$ cat src/rtl/ir_frame_assembler_if.sv
// ---------------------------------------------------------------------------
// ir_frame_assembler_if
//
// Groups the symbol input, the byte-stream output handshake and the frame
// status outputs of ir_frame_assembler. clk/reset stay plain module ports.
//
// Handshake: on the output stream a byte is transferred on every rising edge
// where out_valid=1 and out_ready=1; while out_valid=1 and out_ready=0 the
// producer holds out_data/out_last stable, and out_valid never depends on
// out_ready. On the input side sym_valid is a one-cycle strobe with no
// back-pressure: every symbol presented with sym_valid=1 is consumed.
//
// Signals
//   sym_valid  : strobe qualifying sym_code
//   sym_code   : 00 STOP, 01 START, 10 ZERO, 11 ONE
//   out_data   : FIFO head byte (0 when empty)
//   out_last   : head byte closes its frame
//   out_valid  : FIFO non-empty
//   out_ready  : consumer accepts head byte
//   frame_done : one-cycle pulse when a frame closes
//   frame_ok   : verdict for the frame reported with frame_done
//   frame_len  : byte count of last closed frame (saturates at 63)
//   overflow   : sticky, a byte was dropped because the FIFO was full
//   dbg_state  : current FSM state (0 IDLE, 1 COLLECT)
// ---------------------------------------------------------------------------
interface ir_frame_assembler_if;
  logic       sym_valid;
  logic [1:0] sym_code;
  logic [7:0] out_data;
  logic       out_last;
  logic       out_valid;
  logic       out_ready;
  logic       frame_done;
  logic       frame_ok;
  logic [5:0] frame_len;
  logic       overflow;
  logic       dbg_state;

  // Symbol source and byte consumer side.
  modport master (
    output sym_valid, sym_code, out_ready,
    input  out_data, out_last, out_valid, frame_done, frame_ok, frame_len,
           overflow, dbg_state
  );

  // Frame assembler side.
  modport slave (
    input  sym_valid, sym_code, out_ready,
    output out_data, out_last, out_valid, frame_done, frame_ok, frame_len,
           overflow, dbg_state
  );
endinterface

$ cat src/rtl/ir_frame_assembler.sv
// ---------------------------------------------------------------------------
// ir_frame_assembler
//
// Turns a stream of decoded pulse-distance IR symbols into bytes, groups the
// bytes into frames (START ... STOP) and queues them in a FIFO of 9-bit
// entries {last, data}. The last byte of each frame is a checksum: a frame
// is good when it has at least two bytes, no partial byte at the close, no
// byte dropped on a full FIFO, and the mod-256 sum of all earlier bytes
// equals the final byte.
//
// Ports
//   clk   : system clock, rising edge
//   reset : asynchronous, active-high
//   bus   : ir_frame_assembler_if.slave (symbols in, bytes/status out)
//
// Parameter
//   DEPTH : FIFO entries, power of two, 4..64
// ---------------------------------------------------------------------------
module ir_frame_assembler #(
  parameter int DEPTH = 32
) (
  input  logic                 clk,
  input  logic                 reset,
  ir_frame_assembler_if.slave  bus
);

  localparam int AW = $clog2(DEPTH);
  localparam logic [AW:0] DEPTH_CNT = (AW+1)'(DEPTH);

  typedef enum logic {
    S_IDLE    = 1'b0,
    S_COLLECT = 1'b1
  } state_t;

  // -------------------------------------------------------------------------
  // State
  // -------------------------------------------------------------------------
  state_t      state_q;
  logic [7:0]  shift_q;
  logic [2:0]  bit_cnt_q;
  logic [5:0]  byte_cnt_q;
  logic [7:0]  sum_q;
  logic [7:0]  staged_q;
  logic        err_q;

  logic        frame_done_q;
  logic        frame_ok_q;
  logic [5:0]  frame_len_q;
  logic        overflow_q;

  logic [8:0]  mem_q [DEPTH];
  logic [AW-1:0] wr_ptr_q;
  logic [AW-1:0] rd_ptr_q;
  logic [AW:0]   count_q;

  // -------------------------------------------------------------------------
  // Symbol decode
  // -------------------------------------------------------------------------
  logic       in_collect;
  logic       sym_start;
  logic       sym_stop;
  logic       sym_bit;
  logic       close_frame;
  logic       byte_done;
  logic       has_staged;
  logic [7:0] new_byte;

  assign in_collect  = (state_q == S_COLLECT);
  assign sym_start   = bus.sym_valid && (bus.sym_code == 2'b01);
  assign sym_stop    = bus.sym_valid && (bus.sym_code == 2'b00);
  assign sym_bit     = bus.sym_valid && bus.sym_code[1];
  assign close_frame = in_collect && (sym_start || sym_stop);
  assign byte_done   = in_collect && sym_bit && (bit_cnt_q == 3'd7);
  assign has_staged  = (byte_cnt_q != 6'd0);
  // LSB-first: the newest bit enters at bit 7 and older bits move right.
  assign new_byte    = {bus.sym_code[0], shift_q[7:1]};

  // -------------------------------------------------------------------------
  // FIFO push/pop decisions
  // -------------------------------------------------------------------------
  // The staged byte is held back one byte so that, at the close, it can be
  // pushed with last=1 and compared against the running sum.
  logic       push_req;
  logic [8:0] push_entry;
  logic       fifo_full;
  logic       fifo_pop;
  logic       push_ok;
  logic       push_drop;

  assign push_req   = (byte_done || close_frame) && has_staged;
  assign push_entry = {close_frame, staged_q};
  // Full uses the occupancy before this edge, so a simultaneous pop does
  // not rescue a push into a full FIFO.
  assign fifo_full  = (count_q == DEPTH_CNT);
  assign fifo_pop   = (count_q != '0) && bus.out_ready;
  assign push_ok    = push_req && !fifo_full;
  assign push_drop  = push_req && fifo_full;

  // Verdict for the frame being closed this cycle; a drop of the closing
  // byte itself also spoils the frame.
  logic close_ok;
  assign close_ok = (byte_cnt_q >= 6'd2) && !err_q && (bit_cnt_q == 3'd0) &&
                    !push_drop && (sum_q == staged_q);

  // -------------------------------------------------------------------------
  // Frame FSM and status outputs
  // -------------------------------------------------------------------------
  always_ff @(posedge clk or posedge reset) begin
    if (reset) begin
      state_q      <= S_IDLE;
      shift_q      <= '0;
      bit_cnt_q    <= '0;
      byte_cnt_q   <= '0;
      sum_q        <= '0;
      staged_q     <= '0;
      err_q        <= 1'b0;
      frame_done_q <= 1'b0;
      frame_ok_q   <= 1'b0;
      frame_len_q  <= '0;
      overflow_q   <= 1'b0;
    end else begin
      frame_done_q <= 1'b0;
      if (push_drop) begin
        overflow_q <= 1'b1;
      end

      case (state_q)
        S_IDLE: begin
          if (sym_start) begin
            state_q    <= S_COLLECT;
            shift_q    <= '0;
            bit_cnt_q  <= '0;
            byte_cnt_q <= '0;
            sum_q      <= '0;
            staged_q   <= '0;
            err_q      <= 1'b0;
          end
        end

        S_COLLECT: begin
          if (close_frame) begin
            frame_done_q <= 1'b1;
            frame_ok_q   <= close_ok;
            frame_len_q  <= byte_cnt_q;
            // START closes and immediately reopens; STOP returns to IDLE.
            state_q      <= sym_start ? S_COLLECT : S_IDLE;
            shift_q      <= '0;
            bit_cnt_q    <= '0;
            byte_cnt_q   <= '0;
            sum_q        <= '0;
            staged_q     <= '0;
            err_q        <= 1'b0;
          end else if (sym_bit) begin
            shift_q <= new_byte;
            if (bit_cnt_q == 3'd7) begin
              bit_cnt_q <= '0;
              staged_q  <= new_byte;
              // The sum excludes the staged byte: the outgoing staged byte
              // joins it only now that a newer byte replaces it.
              if (has_staged) begin
                sum_q <= sum_q + staged_q;
              end
              if (byte_cnt_q != 6'd63) begin
                byte_cnt_q <= byte_cnt_q + 6'd1;
              end
              if (push_drop) begin
                err_q <= 1'b1;
              end
            end else begin
              bit_cnt_q <= bit_cnt_q + 3'd1;
            end
          end
        end

        default: state_q <= S_IDLE;
      endcase
    end
  end

  // -------------------------------------------------------------------------
  // FIFO pointers and occupancy
  // -------------------------------------------------------------------------
  always_ff @(posedge clk or posedge reset) begin
    if (reset) begin
      wr_ptr_q <= '0;
      rd_ptr_q <= '0;
      count_q  <= '0;
    end else begin
      if (push_ok) begin
        wr_ptr_q <= wr_ptr_q + 1'b1;
      end
      if (fifo_pop) begin
        rd_ptr_q <= rd_ptr_q + 1'b1;
      end
      case ({push_ok, fifo_pop})
        2'b10:   count_q <= count_q + 1'b1;
        2'b01:   count_q <= count_q - 1'b1;
        default: count_q <= count_q;
      endcase
    end
  end

  // Storage needs no reset: an entry is only ever read after being written.
  always_ff @(posedge clk) begin
    if (push_ok) begin
      mem_q[wr_ptr_q] <= push_entry;
    end
  end

  // -------------------------------------------------------------------------
  // Outputs
  // -------------------------------------------------------------------------
  logic [8:0] head;
  assign head = mem_q[rd_ptr_q];

  // Outputs are forced to zero when empty so reset and idle present 0.
  assign bus.out_valid  = (count_q != '0);
  assign bus.out_data   = bus.out_valid ? head[7:0] : 8'd0;
  assign bus.out_last   = bus.out_valid ? head[8]   : 1'b0;
  assign bus.frame_done = frame_done_q;
  assign bus.frame_ok   = frame_ok_q;
  assign bus.frame_len  = frame_len_q;
  assign bus.overflow   = overflow_q;
  assign bus.dbg_state  = state_q;

endmodule

$ cat src/flat_wrapper.sv
// flat-port wrapper written by rule: the top's interface ports become plain ports
module ir_frame_assembler_flat 
#(
  parameter int DEPTH = 32
)
  (clk, reset, bus_sym_valid, bus_sym_code, bus_out_ready, bus_out_data, bus_out_last, bus_out_valid, bus_frame_done, bus_frame_ok, bus_frame_len, bus_overflow, bus_dbg_state);
  ir_frame_assembler_if bus_i ();
  input  logic clk;
  input  logic reset;
  input wire logic [$bits(bus_i.sym_valid)-1:0] bus_sym_valid;
  input wire logic [$bits(bus_i.sym_code)-1:0] bus_sym_code;
  input wire logic [$bits(bus_i.out_ready)-1:0] bus_out_ready;
  output wire logic [$bits(bus_i.out_data)-1:0] bus_out_data;
  output wire logic [$bits(bus_i.out_last)-1:0] bus_out_last;
  output wire logic [$bits(bus_i.out_valid)-1:0] bus_out_valid;
  output wire logic [$bits(bus_i.frame_done)-1:0] bus_frame_done;
  output wire logic [$bits(bus_i.frame_ok)-1:0] bus_frame_ok;
  output wire logic [$bits(bus_i.frame_len)-1:0] bus_frame_len;
  output wire logic [$bits(bus_i.overflow)-1:0] bus_overflow;
  output wire logic [$bits(bus_i.dbg_state)-1:0] bus_dbg_state;
  assign bus_i.sym_valid = bus_sym_valid;
  assign bus_i.sym_code = bus_sym_code;
  assign bus_i.out_ready = bus_out_ready;
  assign bus_out_data = bus_i.out_data;
  assign bus_out_last = bus_i.out_last;
  assign bus_out_valid = bus_i.out_valid;
  assign bus_frame_done = bus_i.frame_done;
  assign bus_frame_ok = bus_i.frame_ok;
  assign bus_frame_len = bus_i.frame_len;
  assign bus_overflow = bus_i.overflow;
  assign bus_dbg_state = bus_i.dbg_state;
  ir_frame_assembler #(.DEPTH(DEPTH)) u_core (.clk(clk), .reset(reset), .bus(bus_i));
endmodule
$ cat config.mk
export PLATFORM = sky130hd
export DESIGN_NAME = ir_frame_assembler_flat
export DESIGN_NICKNAME = d
export VERILOG_FILES = /design/src/rtl/ir_frame_assembler_if.sv /design/src/rtl/ir_frame_assembler.sv /design/src/flat_wrapper.sv
export SDC_FILE = /design/constraint.sdc
export NUM_CORES = 1
export LEC_CHECK = 0
export BUFFER_PORTS_ARGS = -buffer_cell sky130_fd_sc_hd__buf_2
export CORE_MARGIN = 2
export CORE_UTILIZATION = 64
export CTS_CLUSTER_DIAMETER = 120
export DETAILED_ROUTE_END_ITERATION = 10
export PLACE_DENSITY = 0.79
export SLEW_MARGIN = 20
export SYNTH_ARGS = -nofsm -noshare
export SYNTH_HDL_FRONTEND = slang
export SYNTH_SLANG_ARGS = --single-unit
$ cat constraint.sdc
create_clock -name clk -period 8.2 [get_ports clk]
set_clock_uncertainty 0.1 [all_clocks]
set_input_delay 0.41 -clock clk [delete_from_list [all_inputs] [get_ports clk]]
set_output_delay 0.41 -clock clk [all_outputs]
set_load 0.02 [all_outputs]
==> results.py, run 1 <==
metrics = {
    "synth": {
        "synth_compound_area_share_pct": 4.81,
        "synth_mux_area_share_pct": 12.8,
        "ys_seq_elements": 347,
        "yosysWarnings": 0,
        "netlist_area_um2": 14300,
        "synth_top_family_by_area": "multiplexers",
        "synth_fa_ha_area_share_pct": 1.97,
        "syn_inst": 867,
        "ys_seq_area_share_pct": 70.6,
        "syn_area_per_cell_um2": 16.5,
        "synthArstFlopShare_pct": 17.0,
        "synth.net_count": 895,
        "yosysUniqueCellTypes": 58,
        "synth_xor_xnor_area_share_pct": 1.47,
        "synth-main-ff-cell": "edfxtp_1",
        "synth-edff-count": 288,
        "yosys.area_share.simple_pct": 6.60,
    },
    "route": {
        "wl_per_cell_um": 24.9,
        "antenna_left": 0,
        "drt_iter0_markers": 775,
        "vias_per_cell": 6.55,
        "drtPass1Iterations": 5,
        "finalWirelength_um": 29900,
        "vias": 7859,
        "drcViolationCount": 0,
    },
    "place": {
        "dpl.hpwl_um": 17700,
        "post-place-ws_ns": 4.22,
        "port_buffers": 25,
        "place_congestion": 0.843,
    },
    "timing": {
        "fin_tns_setup_ns": 0,
        "slew_viol_final": 0,
        "relSlewSlack_pct": 32.3,
        "period_needed_ns": 4.45,
        "fin_hold_ws_ns": 0.0226,
        "final_hold_viol_count": 0,
        "worst_pin_slew_ns": 1.01,
        "rsz0062_at_grt": "false",
        "finalSetupViolCount": 0,
        "clock.fmax_mhz": 224,
        "post-route-period-util_pct": 54.3,
        "worst_slack_ns": 3.75,
    },
    "cts": {
        "postCtsResizedCells": 0,
        "clkTransAtPathRegs_ns": 0.06,
        "ctsHoldBuffers": 0,
        "cts_sinks": 347,
        "root_buffer": "clkbuf_16",
        "clk_latency_ns": 0.51,
        "cts_tree": "yes",
        "htreeDepth": 2,
        "post_cts_buffers": 0,
        "cts_buffer_depth": 3,
        "cts_buffers": 35,
    },
    "floorplan": {
        "die_area_um2": 23600,
        "die_width_um": 154,
        "rows": 54,
        "die_y_um": 154,
        "core_region_area_um2": 21900,
        "start_util_pct": 65.5,
        "num_io_pins": 26,
    },
    "finish": {
        "area_delta_synth_final_pct": 10.6,
        "final_cell_mix": "288 x edfxtp_1, 58 x mux2i_1, 55 x nand2_1",
        "drive_gt1_share_pct": 18.9,
        "post-route-util_pct": 72.5,
        "diodes": 0,
        "n_fill_cell": 1270,
        "fin_nets": 923,
        "layout_commonest_cell": "edfxtp_1",
    },
    "global_routing": {
        "grt_overflow": 0,
        "grt_max_degree": 60,
        "grt_antenna_before_repair": 0,
        "grt_pass1_wl_um": 46500,
        "grt_pass1_vias": 8021,
        "grt_use_total_pct": 25.9,
    },
    "power": {
        "intPower_mw": 3.44,
        "p_per_area_nw_per_um2": 310,
        "comb_power_share_pct": 24.7,
        "swShare_pct": 29.9,
        "share_seq_of_total_power_pct": 42.9,
        "switchingPower_mw": 1.47,
        "leakage_nw": 5.60,
        "report.power.total_mw": 4.91,
        "power.clock.fraction_pct": 32.4,
        "irDropWorstVdd_v": 0.000168,
    },
    "setup_path": {
        "crit_slowest_cell": "dfrtp_4",
        "crit_end": "bus_out_data[1]",
        "startpoint": "u_core.rd_ptr_q[0]",
        "r2r_start": "u_core.count_q[1]",
        "reg2reg_slack_ns": 4.52,
        "worstPathCellList": "buf_4, mux4_2, mux2_2, o21ai_0, a221oi_1, buf_2",
        "path_max_fanout": 45,
        "r2r_cells": 11,
        "critPathMaxStageDelay_ns": 0.94,
        "r2r_end": "u_core.count_q[4]",
        "crit_path_end_kind": "output port",
        "setup.worst_path.class": "reg -> out",
        "worstSetupStartpointType": "flop",
        "critical_path_required_ns": 7.69,
        "cp.arrival_ns": 3.94,
    },
    "worst_hold_path": {
        "hold_path_class": "in -> async",
    },
    "flow_run": {
        "maxCapViolCount": 0,
    },
    "run_status": {
        "status": "completed",
    },
}
==> stage by stage <==
| stage | std cells | area, um^2 |
|---|---|---|
| after floorplan | 867 | 14300 |
| after global placement | 1138 | 14700 |
| after detailed placement | 1138 | 14700 |
| after CTS | 1200 | 15900 |
| after global routing | 1200 | 15900 |
| final | 1200 | 15900 |
==> sequential cells by signal, summed over array words and instances, names as in the netlist <==
register and cells:
u_core.wr_ptr_q 5, u_core.sum_q 8, u_core.bus.frame_done 1, u_core.bit_cnt_q 3
u_core.bus.frame_len 6, u_core.bus.frame_ok 1, u_core.err_q 1, u_core.mem_q 288
u_core.count_q 6, u_core.byte_cnt_q 6, u_core.rd_ptr_q 5, u_core.bus.overflow 1
u_core.shift_q 7, u_core.staged_q 8, u_core.bus.dbg_state 1
==> worst min-delay path by stage <==
stage	start	end	slack [ns]
after CTS	reset	u_core.count_q[1]	0.03
after global routing	bus_sym_code[0]	u_core.bus.dbg_state	0.07
after detailed placement	u_core.shift_q[6]	u_core.shift_q[6]	0.38
final	reset	u_core.wr_ptr_q[4]	0.02
after floorplan	u_core.shift_q[1]	u_core.shift_q[1]	0.35
after global placement	u_core.bus.overflow	u_core.bus.overflow	0.36
==> worst max-delay path, delay by kind of cell (launching register included) <==
kind / cells / cell delay (ns)
compound gates: 2 / 0.64
buf+inv: 2 / 0.91
flops: 1 / 0.94
mux: 2 / 0.86
==> cell families after synthesis <==
kind of cell / Yosys count
fa+ha+maj: 22
flops: 347
mux: 125
buf+inv: 56
xor+xnor: 24
compound gates: 108
simple gates: 185
==> synth_stat cells, types with 2 or more instances <==
cell,instances,area (um^2)
edfxtp_1,288,8650
dfrtp_1,59,1480
mux2i_1,58,581
nand2_1,55,206
nor2_1,54,203
mux4_2,45,1010
o21ai_0,32,160
o22ai_1,28,175
clkbuf_1,21,78.8
ha_1,21,263
mux2_2,21,236
buf_2,15,75.1
or3_1,14,87.6
xor2_1,13,114
inv_1,12,45.0
xnor2_1,11,96.3
a21oi_1,10,50.1
a211oi_1,9,67.6
nand3_1,9,45.0
a22o_1,7,61.3
nor2b_1,6,37.5
a21o_1,5,37.5
a221oi_1,5,43.8
nand3b_1,5,37.5
nor4_1,5,31.3
buf_1,4,15.0
nand4_1,4,25.0
a22oi_1,3,22.5
and2_1,3,18.8
buf_4,3,22.5
nand2_2,3,18.8
nand2b_1,3,18.8
nor3_1,3,15.0
or3b_2,3,26.3
and3_1,2,12.5
and3b_1,2,17.5
and4b_1,2,20.0
nand4_2,2,25.0
nor3b_1,2,15.0
o21ai_1,2,10.0
==> layout make-up <==
type / instances / area [um^2] / share of cell area (%)
well taps: 280 / 350 / 2.21
clock inverters: 18 / 191 / 1.21
flip-flops and latches: 347 / 10100 / 63.9
clock buffers: 44 / 952 / 6.00
inverters: 12 / 45.0 / 0.284
repair buffers: 35 / 200 / 1.26
multi-input cells: 464 / 4000 / 25.2
==> power groups by stage <==
stage / combinational, mW / sequential, mW / clock (mW)
2_1_floorplan: 0.967 / 2.04 / 0
6_report: 1.21 / 2.11 / 1.59
5_1_grt: 1.30 / 2.12 / 1.68
4_1_cts: 1.20 / 2.11 / 1.60
3_5_place_dp: 1.19 / 2.14 / 0
3_3_place_gp: 1.17 / 2.13 / 0
==> routing by layer <==
layer	global-route usage (%)	wire length, um	up-vias
li1	-	-	3428
met1	36.2	12100	4026
met2	42.7	14800	348
met3	4.79	2190	57
met4	7.73	724	0
met5	0	0	-
Power figures use the tool's default switching activity.
==> run 2: changes to the inputs <==
--- a/config.mk
+++ b/config.mk
@@ -7,10 +7,10 @@
 export LEC_CHECK = 0
 export BUFFER_PORTS_ARGS = -buffer_cell sky130_fd_sc_hd__buf_2
 export CORE_MARGIN = 2
-export CORE_UTILIZATION = 64
+export CORE_UTILIZATION = 56
 export CTS_CLUSTER_DIAMETER = 120
 export DETAILED_ROUTE_END_ITERATION = 10
-export PLACE_DENSITY = 0.79
+export PLACE_DENSITY = 0.73
 export SLEW_MARGIN = 20
 export SYNTH_ARGS = -nofsm -noshare
 export SYNTH_HDL_FRONTEND = slang
==> constraint.sdc (replaced) <==
create_clock -name clk -period 3.7 [get_ports clk]
set_clock_uncertainty 0.1 [all_clocks]
set_input_delay 0.185 -clock clk [delete_from_list [all_inputs] [get_ports clk]]
set_output_delay 0.185 -clock clk [all_outputs]
set_load 0.02 [all_outputs]
==> run 2 against run 1 <==
- power is 120% higher
- first-iteration DRC count down 1.9%
- critical path depth rose by 2
- combinational power increased by 120%
- final cell count is 8.3% higher
- global-route usage decreased by 2.9 points
- critical path type unchanged
- cell area up 2.6%
==> results.py, run 2 (same netlist as run 1, synthesis figures left out) <==
metrics = {
    "global_routing": {
        "grt_max_degree": 39,
        "grt_use_total_pct": 23.0,
        "grt_pass1_wl_um": 45300,
        "grt_pass1_vias": 7803,
        "grt_overflow": 0,
        "grt_antenna_before_repair": 1,
    },
    "power": {
        "share_seq_of_total_power_pct": 43.7,
        "power.clock.fraction_pct": 31.9,
        "leakage_nw": 5.87,
        "intPower_mw": 7.53,
        "p_per_area_nw_per_um2": 661,
        "comb_power_share_pct": 24.4,
        "irDropWorstVdd_v": 0.000577,
        "switchingPower_mw": 3.23,
        "swShare_pct": 30.0,
    },
    "route": {
        "drt_iter0_markers": 760,
        "antenna_left": 0,
        "wl_per_cell_um": 23.0,
        "vias_per_cell": 5.97,
        "vias": 7756,
        "finalWirelength_um": 29900,
        "drcViolationCount": 0,
        "drtPass1Iterations": 5,
    },
    "timing": {
        "worst_slack_ns": 0.262,
        "rsz0062_at_grt": "false",
        "fin_tns_setup_ns": 0,
        "finalSetupViolCount": 0,
        "relSlewSlack_pct": 49.4,
        "final_hold_viol_count": 0,
        "worst_pin_slew_ns": 0.758,
        "slew_viol_final": 0,
        "clock.fmax_mhz": 291,
        "post-route-period-util_pct": 92.9,
        "period_needed_ns": 3.44,
    },
    "cts": {
        "clk_latency_ns": 0.51,
        "cts_buffer_depth": 3,
        "cts_sinks": 347,
        "post_cts_buffers": 0,
        "cts_buffers": 35,
        "clkTransAtPathRegs_ns": 0.06,
        "root_buffer": "clkbuf_16",
        "htreeDepth": 2,
        "cts_tree": "yes",
    },
    "finish": {
        "reg_top3": "u_core.mem_q x288, u_core.staged_q x8, u_core.sum_q x8",
        "regMostFlops": "u_core.mem_q",
        "final_cell_mix": "288 x edfxtp_1, 58 x mux2i_1, 55 x nand2_1, 55 x dfrtp_1, 54 x nor2_1",
        "drive_gt1_share_pct": 22.7,
        "layout_commonest_cell": "edfxtp_1",
        "multi_input_area_um2": 3990,
        "largest_reg_flops": 288,
        "fin_nets": 970,
        "area_delta_synth_final_pct": 13.6,
        "n_fill_cell": 1701,
        "regArea_um2": 10100,
        "post-route-util_pct": 64.7,
    },
    "worst_hold_path": {
        "hold_path_class": "in -> reg",
    },
    "floorplan": {
        "start_util_pct": 57.0,
        "num_io_pins": 26,
        "die_area_um2": 26900,
        "rows": 58,
        "die_y_um": 164,
        "core_region_area_um2": 25200,
        "die_width_um": 164,
    },
    "setup_path": {
        "path_max_fanout": 38,
        "crit_slowest_cell": "dfrtp_2",
        "worstPathCellList": "buf_12, nand3_1, buf_4, o22ai_1, or3_1, o22ai_1, a211oi_1, buf_2",
        "cp.arrival_ns": 3.15,
        "setup.worst_path.class": "reg -> out",
        "worst_path_most_repeated_cell": "o22ai_1",
        "worstSetupStartpointType": "flop",
        "critPathMaxStageDelay_ns": 0.67,
        "critical_path_required_ns": 3.41,
        "crit_path_end_kind": "output port",
    },
    "place": {
        "post-place-ws_ns": 0.521,
        "dpl.hpwl_um": 18500,
        "place_congestion": 0.785,
        "port_buffers": 25,
    },
    "run_status": {
        "status": "completed",
    },
    "flow_run": {
        "maxCapViolCount": 0,
    },
}
[run 2: cell types whose count changed in the layout (fill, tap and decap cells not counted), sizes merged, moves of 3 or more]
cell | before | now
clkinv | 12 | 19
dlygate4sd3 | 0 | 3
buf | 35 | 79
clkbuf | 44 | 40
[run 2: area by class of cell]
class	instances	area share, %
clock buffers	40	5.62
well taps	330	2.53
inverters	12	0.276
multi-input cells	464	24.5
repair buffers	82	3.59
diodes	1	0.0154
flip-flops and latches	347	62.2
clock inverters	24	1.31
[run 2: what timing repair did]
| action | CTS | global route |
|---|---|---|
| resized for setup | 0 | 0 |
| hold buffers | 3 | 0 |
| endpoints found under the hold margin | 37 | 0 |
[run 2: final timing paths]
| path | startpoint | depth (start not counted) | slack (ns) | to |
|---|---|---|---|---|
| max reg2reg | u_core.count_q[1] | 10 | 0.50 | u_core.count_q[3] |
| min | bus_out_ready | 3 | 0.1 | u_core.rd_ptr_q[0] |
| min in group asynchronous | reset | 3 | 0.26 | u_core.wr_ptr_q[2] |
| min reg2reg | u_core.shift_q[6] | 2 | 0.38 | u_core.shift_q[6] |
| max in group asynchronous | reset | 4 | 2.42 | u_core.staged_q[3] |
| max | u_core.rd_ptr_q[1] | 8 | 0.26 | bus_out_data[7] |
[run 2: power groups by stage]
stage | combinational, mW | sequential (mW) | clock [mW]
after floorplan | 2.08 | 4.51 | 0
after global placement | 2.58 | 4.77 | 0
after detailed placement | 2.61 | 4.78 | 0
after CTS | 2.64 | 4.71 | 3.50
after global routing | 2.80 | 4.73 | 3.65
final | 2.62 | 4.71 | 3.44
[run 2: worst max-delay path: cells and delay by family (launching register included)]
kind	cells	cell delay, ns
buf+inv	3	0.81
compound gates	3	0.83
simple gates	2	0.32
flops	1	0.67
[run 2: through the flow]
stage / power (mW) / hold WS (ns) / std cells / instance area, um^2
after floorplan: 6.59 / 0.202 / 867 / 14300
after global placement: 7.35 / 0.258 / 1232 / 15100
after detailed placement: 7.40 / 0.267 / 1232 / 15100
after CTS: 10.9 / 0.0874 / 1299 / 16300
after global routing: 11.2 / 0.0943 / 1299 / 16300
final: 10.8 / 0.0970 / 1300 / 16300
[run 2: metal layers]
metal  up-vias  share of wire (%)  wire [um]  track usage (%)
met5         -                  0          0                0
met3        54                6.5       1940             4.44
met4         0                2.5        739             6.86
met2       263                 51      15300             39.9
li1       3521                  -          -                -
met1      3918                 40      11900             29.7
==> run 3: changes to the inputs <==
--- a/config.mk
+++ b/config.mk
@@ -10,7 +10,7 @@
 export CORE_UTILIZATION = 56
 export CTS_CLUSTER_DIAMETER = 120
 export DETAILED_ROUTE_END_ITERATION = 10
-export PLACE_DENSITY = 0.73
+export PLACE_DENSITY = 0.79
 export SLEW_MARGIN = 20
 export SYNTH_ARGS = -nofsm -noshare
 export SYNTH_HDL_FRONTEND = slang
==> run 3 against run 2 <==
- cell area down 0.13%
- routed wire length down 1.9%
- final cell count down 0.38%
- via count up 1.0%
- critical path depth down 2
- worst hold slack worse by 0.027 ns
- power up 0.54%
- combinational power down 3%
- worst setup slack better by 0.099 ns
- global-route usage down 0.32 points
- die area unchanged
- critical endpoint is now bus_out_data[4]
- sequential share of layout area up 0.11 points
==> results.py, run 3 (same netlist as run 1, synthesis figures left out) <==
metrics = {
    "timing": {
        "relSlewSlack_pct": 30.3,
        "fin_hold_ws_ns": 0.0700,
        "fin_tns_setup_ns": 0,
        "clock.fmax_mhz": 300,
        "period_needed_ns": 3.34,
        "finalSetupViolCount": 0,
        "slew_viol_final": 0,
        "worst_pin_slew_ns": 1.04,
        "post-route-period-util_pct": 90.2,
        "rsz0062_at_grt": "false",
        "final_hold_viol_count": 0,
    },
    "cts": {
        "cts_buffer_depth": 3,
        "cts_tree": "yes",
        "cts_sinks": 347,
        "cts_buffers": 36,
        "root_buffer": "clkbuf_16",
        "htreeDepth": 2,
        "clk_latency_ns": 0.52,
        "clkTransAtPathRegs_ns": 0.06,
    },
    "flow_run": {
        "maxCapViolCount": 0,
    },
    "finish": {
        "fin_nets": 967,
        "largest_reg_flops": 288,
        "fin_cells": 1295,
        "final_cell_mix": "288 x edfxtp_1, 58 x mux2i_1, 55 x nand2_1",
        "diodes": 0,
        "post-route-util_pct": 64.6,
        "n_fill_cell": 1723,
        "drive_gt1_share_pct": 22.3,
        "layout_commonest_cell": "edfxtp_1",
        "reg_top3": "u_core.mem_q x288, u_core.staged_q x8, u_core.sum_q x8",
        "area_delta_synth_final_pct": 13.4,
        "regMostFlops": "u_core.mem_q",
    },
    "global_routing": {
        "grt.met2_usage_pct": 37.8,
        "top_usage_layer": "met2",
        "grt_use_total_pct": 22.7,
        "grt_max_degree": 44,
        "grt_overflow": 0,
        "grt_use_met1_pct": 30.2,
        "grt_antenna_before_repair": 0,
        "grt_pass1_wl_um": 45300,
        "use_met3_pct": 4.52,
        "grt_pass1_vias": 8027,
    },
    "power": {
        "p_per_area_nw_per_um2": 665,
        "irDropWorstVdd_v": 0.000602,
        "leakage_nw": 5.84,
    },
    "route": {
        "drt_iter0_markers": 951,
        "vias": 7834,
        "drtPass1Iterations": 7,
        "antenna_left": 0,
        "wl_per_cell_um": 22.6,
        "finalWirelength_um": 29300,
        "vias_per_cell": 6.05,
        "drcViolationCount": 0,
    },
    "floorplan": {
        "num_io_pins": 26,
        "die_y_um": 164,
        "die_area_um2": 26900,
        "die_width_um": 164,
        "start_util_pct": 57.0,
        "core_region_area_um2": 25200,
        "rows": 58,
    },
    "setup_path": {
        "worstSetupStartpointType": "flop",
        "critPathMaxStageDelay_ns": 0.84,
        "cpLargestDelayFamily": "multiplexers",
        "crit_path_end_kind": "output port",
        "crit_buf_inv": 2,
        "critical_path_required_ns": 3.41,
        "worstPathCellList": "buf_4, mux4_2, mux2_2, o22ai_1, a211oi_1, buf_2",
        "crit_slowest_cell": "dfrtp_4",
        "path_max_fanout": 35,
        "cp.arrival_ns": 3.05,
        "setup.worst_path.class": "reg -> out",
    },
    "run_status": {
        "status": "completed",
    },
    "place": {
        "dpl.hpwl_um": 17900,
        "placedCellCount": 1228,
        "place_congestion": 0.831,
        "port_buffers": 25,
    },
    "worst_hold_path": {
        "hold_path_class": "in -> async",
    },
}
==> run 3: changes by cell type in the layout (fill, tap and decap cells not counted), sizes merged <==
| cell | change |
|---|---|
| diode | -1 |
| inv | +2 |
| clkbuf | +4 |
| clkinv | -6 |
| buf | -4 |
==> run 3: per-stage QoR <==
stage	area [um^2]	power (mW)	setup WS, ns
2_1_floorplan	14300	6.59	0.368
3_3_place_gp	15100	7.32	0.624
3_5_place_dp	15100	7.38	0.557
4_1_cts	16300	10.9	0.312
5_1_grt	16300	11.2	0.203
6_report	16300	10.8	0.361
==> run 3: path summary, 6_finish.rpt <==
check | start | to | slack [ns] | depth (start not counted)
worst min-delay path | reset | u_core.bus.frame_len[1] | 0.07 | 3
worst max register to register | u_core.count_q[1] | u_core.count_q[4] | 0.53 | 12
max in group asynchronous | reset | u_core.rd_ptr_q[0] | 2.52 | 4
min in group clk | bus_out_ready | u_core.rd_ptr_q[0] | 0.09 | 3
worst min register to register | u_core.bus.overflow | u_core.bus.overflow | 0.38 | 1
worst max-delay path | u_core.rd_ptr_q[0] | bus_out_data[4] | 0.36 | 6
==> run 3: layout make-up <==
class / instances / area (um^2) / area share, %
clock inverter: 20 / 179 / 1.10
tap: 330 / 413 / 2.54
multi-input combinational: 464 / 3980 / 24.5
sequential: 347 / 10100 / 62.3
timing repair buffer: 78 / 556 / 3.41
clock buffer: 44 / 962 / 5.91
inverter: 12 / 45.0 / 0.277
==> run 3: timing repair <==
item | CTS | global route
hold buffers | 3 | 0
hold endpoints to repair | 19 | 0
buffers inserted | 0 | 0
resized for setup | 0 | 0
==> run 3: metal layers <==
| metal | vias up | wire [um] |
|---|---|---|
| met4 | 0 | 925 |
| met5 | - | 0 |
| met1 | 3955 | 11700 |
| li1 | 3510 | - |
| met3 | 74 | 2280 |
| met2 | 295 | 14500 |
==> run 3: tightest hold or removal path: stages <==
cell and delay, ns:
dlygate4sd3_1 0.53, buf_2 0.12, inv_2 0.26
==> run 3: where the power goes <==
group / internal, mW / switching [mW]
Clock: 2.06 / 1.44
Combinational: 1.21 / 1.34
Sequential: 4.33 / 0.435
Total: 7.60 / 3.22
